<file path="config.mk">
export PLATFORM = sky130hd
export DESIGN_NAME = hms_clock_core
export DESIGN_NICKNAME = d
export VERILOG_FILES = /design/src/rtl/hms_clock_core.sv
export SDC_FILE = /design/constraint.sdc
export NUM_CORES = 1
export LEC_CHECK = 0
export CORE_ASPECT_RATIO = 1.75
export CORE_MARGIN = 2
export CORE_UTILIZATION = 50
export DETAILED_ROUTE_END_ITERATION = 7
export PLACE_DENSITY = 0.73
export SYNTH_ARGS = -nofsm -noshare
export SYNTH_HDL_FRONTEND = slang
export SYNTH_SLANG_ARGS = --single-unit
</file>
<file path="constraint.sdc">
create_clock -name i_clk -period 4.9 [get_ports i_clk]
set_input_delay 1.225 -clock i_clk [delete_from_list [all_inputs] [get_ports i_clk]]
set_output_delay 1.225 -clock i_clk [all_outputs]
set_load 0.005 [all_outputs]
</file>
<file path="src/rtl/hms_clock_core.sv">
// Hour/minute/second timekeeper with a button-driven set mode and a field cursor.
// Optional alarm (alarm_min/alarm_hr, i_alarm_sel, o_alarm) is built only when ALARM_EN is defined.
module hms_clock_core #(
  parameter int TICKS_PER_SEC = 1000,
  parameter int HR_MODULO     = 24,
  parameter int HR_W          = 5
) (
  input  logic            i_clk,
  input  logic            i_rst,
  input  logic            i_ms_pulse,
  input  logic            i_set,
  input  logic            i_up,
  input  logic            i_down,
  input  logic            i_left,
  input  logic            i_right,
`ifdef ALARM_EN
  input  logic            i_alarm_sel,
  output logic            o_alarm,
`endif
  output logic [5:0]      o_sec,
  output logic [5:0]      o_min,
  output logic [HR_W-1:0] o_hr,
  output logic [1:0]      o_cursor,
  output logic            o_setting,
  output logic            o_sec_pulse,
  output logic            o_day_pulse
);

  localparam logic [0:0] ST_RUN = 1'b0;
  localparam logic [0:0] ST_SET = 1'b1;
  localparam int TICK_W = $clog2(TICKS_PER_SEC);
  localparam logic [TICK_W-1:0] TICK_LAST = TICK_W'(TICKS_PER_SEC - 1);
  localparam logic [HR_W-1:0]   HR_LAST   = HR_W'(HR_MODULO - 1);

  logic [0:0]        state_reg;
  logic [TICK_W-1:0] tick_reg;
  logic [5:0]        sec_reg;
  logic [5:0]        min_reg;
  logic [HR_W-1:0]   hr_reg;
  logic [1:0]        cursor_reg;
  logic              sec_pulse_reg;
  logic              day_pulse_reg;
  logic              ms_hist_reg;
  logic              set_reg;
  logic              up_hist_reg;
  logic              down_hist_reg;
  logic              left_hist_reg;
  logic              right_hist_reg;

  logic ms_edge, up_edge, down_edge, left_edge, right_edge;
  logic inc, dec, move_left, move_right;
  logic second_roll, set_active, time_edit;
  logic [5:0]      run_sec_next, run_min_next;
  logic [HR_W-1:0] run_hr_next;
  logic            run_day;
  logic [1:0]      edit_cursor, cursor_next;

  function automatic logic [5:0] step_sixty(input logic [5:0] v, input logic up, input logic dn);
    logic [5:0] r;
    r = v;
    if (up)      r = (v == 6'd59) ? 6'd0 : v + 6'd1;
    else if (dn) r = (v == 6'd0) ? 6'd59 : v - 6'd1;
    return r;
  endfunction

  function automatic logic [HR_W-1:0] step_hr(input logic [HR_W-1:0] v, input logic up, input logic dn);
    logic [HR_W-1:0] r;
    r = v;
    if (up)      r = (v == HR_LAST) ? '0 : v + HR_W'(1);
    else if (dn) r = (v == '0) ? HR_LAST : v - HR_W'(1);
    return r;
  endfunction

  assign ms_edge    = i_ms_pulse & ~ms_hist_reg;
  assign up_edge    = i_up & ~up_hist_reg;
  assign down_edge  = i_down & ~down_hist_reg;
  assign left_edge  = i_left & ~left_hist_reg;
  assign right_edge = i_right & ~right_hist_reg;

  // Opposing buttons pressed together cancel each other out.
  assign inc        = up_edge & ~down_edge;
  assign dec        = down_edge & ~up_edge;
  assign move_left  = left_edge & ~right_edge;
  assign move_right = right_edge & ~left_edge;

  assign second_roll = (state_reg == ST_RUN) && !set_reg && ms_edge && (tick_reg == TICK_LAST);
  assign set_active  = (state_reg == ST_SET) && set_reg;

  // Full sec->min->hr carry chain, resolved combinationally in one cycle.
  always_comb begin
    run_sec_next = (sec_reg == 6'd59) ? 6'd0 : sec_reg + 6'd1;
    run_min_next = min_reg;
    run_hr_next  = hr_reg;
    run_day      = 1'b0;
    if (sec_reg == 6'd59) begin
      run_min_next = (min_reg == 6'd59) ? 6'd0 : min_reg + 6'd1;
      if (min_reg == 6'd59) begin
        run_hr_next = (hr_reg == HR_LAST) ? '0 : hr_reg + HR_W'(1);
        run_day     = (hr_reg == HR_LAST);
      end
    end
  end

  always_comb begin
    time_edit   = 1'b1;
    edit_cursor = cursor_reg;
`ifdef ALARM_EN
    time_edit = ~i_alarm_sel;
    if (i_alarm_sel && cursor_reg == 2'd0) edit_cursor = 2'd1;
`endif
    cursor_next = edit_cursor;
    if (move_left) begin
      case (edit_cursor)
        2'd0:    cursor_next = 2'd1;
        2'd1:    cursor_next = 2'd2;
        default: cursor_next = 2'd0;
      endcase
    end else if (move_right) begin
      case (edit_cursor)
        2'd0:    cursor_next = 2'd2;
        2'd1:    cursor_next = 2'd0;
        default: cursor_next = 2'd1;
      endcase
    end
`ifdef ALARM_EN
    // Alarm editing only has min/hr fields, so the cursor just toggles.
    if (i_alarm_sel && (move_left || move_right))
      cursor_next = (edit_cursor == 2'd1) ? 2'd2 : 2'd1;
`endif
  end

  always_ff @(posedge i_clk) begin
    if (i_rst) begin
      state_reg      <= ST_RUN;
      tick_reg       <= '0;
      sec_reg        <= '0;
      min_reg        <= '0;
      hr_reg         <= '0;
      cursor_reg     <= '0;
      sec_pulse_reg  <= 1'b0;
      day_pulse_reg  <= 1'b0;
      ms_hist_reg    <= 1'b0;
      set_reg        <= 1'b0;
      up_hist_reg    <= 1'b0;
      down_hist_reg  <= 1'b0;
      left_hist_reg  <= 1'b0;
      right_hist_reg <= 1'b0;
    end else begin
      ms_hist_reg    <= i_ms_pulse;
      set_reg        <= i_set;
      up_hist_reg    <= i_up;
      down_hist_reg  <= i_down;
      left_hist_reg  <= i_left;
      right_hist_reg <= i_right;
      sec_pulse_reg  <= 1'b0;
      day_pulse_reg  <= 1'b0;
      if (state_reg == ST_RUN) begin
        if (set_reg) begin
          state_reg  <= ST_SET;
          tick_reg   <= '0;
          cursor_reg <= 2'd0;
        end else if (second_roll) begin
          tick_reg      <= '0;
          sec_reg       <= run_sec_next;
          min_reg       <= run_min_next;
          hr_reg        <= run_hr_next;
          sec_pulse_reg <= 1'b1;
          day_pulse_reg <= run_day;
        end else if (ms_edge) begin
          tick_reg <= tick_reg + TICK_W'(1);
        end
      end else if (!set_reg) begin
        // Restarting the tick count makes the first second after exit a full one.
        state_reg <= ST_RUN;
        tick_reg  <= '0;
      end else begin
        cursor_reg <= cursor_next;
        if (time_edit) begin
          case (cursor_reg)
            2'd0:    sec_reg <= step_sixty(sec_reg, inc, dec);
            2'd1:    min_reg <= step_sixty(min_reg, inc, dec);
            2'd2:    hr_reg  <= step_hr(hr_reg, inc, dec);
            default: ;
          endcase
        end
      end
    end
  end

`ifdef ALARM_EN
  logic [5:0]      alarm_min_reg;
  logic [HR_W-1:0] alarm_hr_reg;
  logic            alarm_pulse_reg;

  // The alarm fires only when counting reaches hh:mm:00, never from an edit.
  always_ff @(posedge i_clk) begin
    if (i_rst) begin
      alarm_min_reg   <= '0;
      alarm_hr_reg    <= '0;
      alarm_pulse_reg <= 1'b0;
    end else begin
      alarm_pulse_reg <= 1'b0;
      if (set_active && !time_edit) begin
        if (edit_cursor == 2'd2) alarm_hr_reg  <= step_hr(alarm_hr_reg, inc, dec);
        else                     alarm_min_reg <= step_sixty(alarm_min_reg, inc, dec);
      end else if (second_roll) begin
        alarm_pulse_reg <= (run_sec_next == 6'd0) && (run_min_next == alarm_min_reg) &&
                           (run_hr_next == alarm_hr_reg);
      end
    end
  end

  assign o_alarm = alarm_pulse_reg;
`endif

  assign o_sec       = sec_reg;
  assign o_min       = min_reg;
  assign o_hr        = hr_reg;
  assign o_cursor    = cursor_reg;
  assign o_setting   = (state_reg == ST_SET);
  assign o_sec_pulse = sec_pulse_reg;
  assign o_day_pulse = day_pulse_reg;

endmodule

</file>
==> results by group <==
Drt
  – Initial DRC Count: 61
  – DR WL/cell: 16.14 microns
  – DR vias/cell: 6.159
  – Total Wirelength: 5.989 mm
  – Residual DRC count: 0
  – DRT Pass-1 Iters: 4
  – Vias: 2285
  – Number of nets with antenna violations after routing: 0

Hold path
  – Worst hold path type: reg -> reg

Synth
  – Area contributors post-synth: dfxtp_1 32%, nor2_1 5.2%, ha_1 4.7%, xnor2_1 3.7%, a21oi_1 3.6%
  – Register area share after synthesis: 31.78%
  – Synth Area in Compound Gates: 24.05%
  – Yosys top cell by area: dfxtp_1
  – Proportion of synthesized area in mux cells: 2.561%
  – Count of different cell masters after synthesis: 61
  – Post-Synth Adder-Cell Area: 4.705%
  – Largest family of logic cells by synthesized area: simple AND/OR/NAND/NOR gates
  – Syn avg cell area: 8.141 sq um
  – Post-synth top flop: dfxtp_1
  – Post-synthesis simple-gate area fraction: 26.08%
  – Post-synth EDFFs: 0
  – Post-synthesis cell count: 294
  – Post-Synth XOR/XNOR Area: 5.855%
  – Share of the synthesized area in the top cell type: 31.78%
  – Ys Warns: 0
  – FF+latch count, synth: 38
  – Asr flop ratio synth: 0%
  – Mapped Area: 0.002394 sq mm
  – Mapped Nets: 311

Floorplanning
  – Initial core utilization: 51.30%
  – Die height: 95.53 microns
  – Core box area: 0.004666 sq mm
  – Site Rows: 33
  – Die X: 56.30 microns
  – # IOs: 30
  – Die Area: 0.005378 sq mm

Clock tree
  – Cts bufs inserted: 5
  – Post_cts resized: 0
  – CTS tree: done
  – # Post-CTS Setup Buffers: 0
  – Clk buf depth: 2
  – Clk Latency, worst-skew pair: 290 ps
  – CTS H-tree lvls: 2
  – Post-CTS Hold Fix Bufs: 0
  – CTS clk-pin slew, worst paths: 80 ps
  – Clk sinks: 38
  – Root buffer cell: clkbuf_8

Global routing
  – Initial antenna violation count: 0
  – Vias in the first global route: 2241
  – Total GRT Usage: 23.89%
  – Largest net degree at the start of global routing: 25
  – GRT overflow: 0
  – First-pass GRT wire length: 10.14 mm

Place
  – Port Buffer Count: 29
  – RePlAce Congestion: 0.9447
  – Pre-CTS WS: 1314 ps
  – Post-place instance area: 0.002698 sq mm
  – HPWL Detailed: 4.358 mm

Power
  – Power Internal: 509.9 uW
  – Leakage dissipation: 0.9536 nW
  – Peak supply drop: 0.2196 mV
  – Logic pwr share: 10.8%
  – PwrDens: 239.4 mW/mm^2
  – Seq pwr share: 48.1%
  – Clock power share: 41.1%
  – Net Switching: 162.8 uW
  – Power Total: 672.8 uW
  – Net Sw Frac: 24.20%

Final layout
  – Layout Nets: 336
  – Layout area overhead: 17.41%
  – Layout cells sized above 1: 5.956%
  – Diodes inserted: 0
  – Post-route cell area: 0.002810 sq mm
  – Max reg flops: 10
  – Most frequent cells in the layout: 38 x dfxtp_1, 33 x nor2_1, 29 x clkdlybuf4s50_1
  – Most common cell after layout, fill and taps aside: dfxtp_1

Critical path
  – Critical Path End Type: flip-flop
  – CP arrival: 3490 ps
  – Top delay family on crit path: compound AO/OA/AOI/OAI gates
  – Req. time, crit path: 5070 ps
  – Crit-path max cell delay: 760 ps
  – Crit path buffers/inverters: 1
  – Crit start category: input pin
  – Critical Path Fanout Max: 23
  – Setup CP Type: in -> reg
  – Critical Path Slowest Stage Cell: o21a_1
  – Critical Path, Cell by Cell: clkdlybuf4s50_1, nor2b_1, o21a_1, nor2_1, a2111oi_0, nor3_1

Timing
  – Min cycle time layout: 3321 ps
  – Setup ws final: 1579 ps
  – Hold Violations, Final: 0
  – Slew headroom: 42.47%
  – Setup tns final: 0 ps
  – Hold WS: 523.0 ps
  – Worst-Margin Slew: 862.9 ps
  – Final Max Tran Viols: 0
  – Final Cycle Share: 67.77%
  – Final Skew: 11.73 ps
  – RSZ-0062 raised after global routing: false
  – Fmax: 301.1 MHz
  – Final setup violation count: 0

Outcome
  – Status: finished, final reports clean

Run
  – Max cap viols: 0
==> cell usage after synthesis, types with 3 or more instances <==
cell type	number
clkbuf_1	7
and3_1	3
mux2i_1	5
o21ai_0	14
xor2_1	6
a211oi_1	4
nand3b_1	4
inv_1	14
nand2b_1	4
and2_1	3
nor3_1	10
nor2_1	33
nand4_1	7
nand2_1	14
o211ai_1	5
or3_1	4
nand3_1	11
ha_1	9
a311oi_1	4
a31oi_1	4
xnor2_1	10
dfxtp_1	38
o21a_1	4
o31ai_1	5
a21oi_1	17
nor2b_1	10
==> kinds of logic after synthesis <==
group                    count (synthesis)
multiplexers                             6
adder cells (fa/ha/maj)                  9
XOR/XNOR                                16
AO/OA/AOI/OAI                           82
flip-flops                              38
AND/OR/NAND/NOR                        116
buffers and inverters                   27
==> per-layer routing <==
metal	GRT usage [%]	vias up	wire, microns
li1	-	1136	-
met1	24.27	1076	2399
met2	44.71	51	3138
met3	3.664	22	182
met4	15.08	0	268
met5	0	-	0
==> worst paths after layout <==
kind | startpoint | to | slack, ps | depth (start not counted)
hold reg to reg | tick_reg[1] | tick_reg[1] | 520 | 2
setup reg to reg | o_sec[1] | o_hr[2] | 2480 | 6
setup / recovery | i_down | o_min[5] | 1580 | 6
hold / removal | tick_reg[1] | tick_reg[1] | 520 | 2
==> stage by stage <==
step	instances	util [%]
floorplan	294	-
global placement	364	57.82
detailed placement	364	57.82
CTS	371	60.23
global route	371	60.23
finish	371	60.23
==> area by class of cell <==
type / count / area, sq um
flip-flops and latches: 38 / 760.7
repair buffers: 31 / 305.3
clock inverters: 1 / 30.03
fillers: 433 / 1856
clock buffers: 6 / 82.58
inverters: 14 / 52.55
multi-input cells: 229 / 1514
well taps: 52 / 65.06
==> power groups by stage <==
stage                     sequential [mW]  clock (mW)  combinational (mW)
after floorplan                     0.327           0              0.0535
after global placement              0.331           0              0.0709
after detailed placement            0.331           0              0.0720
after CTS                           0.324       0.281              0.0724
after global routing                0.325       0.292              0.0803
final                               0.324       0.277              0.0724
==> tightest hold or removal path, cell delays in order, from the launching register on <==
cell     delay, ps
dfxtp_1        350
mux2i_1         70
nor2_1          70
Power figures use the tool's default switching activity.
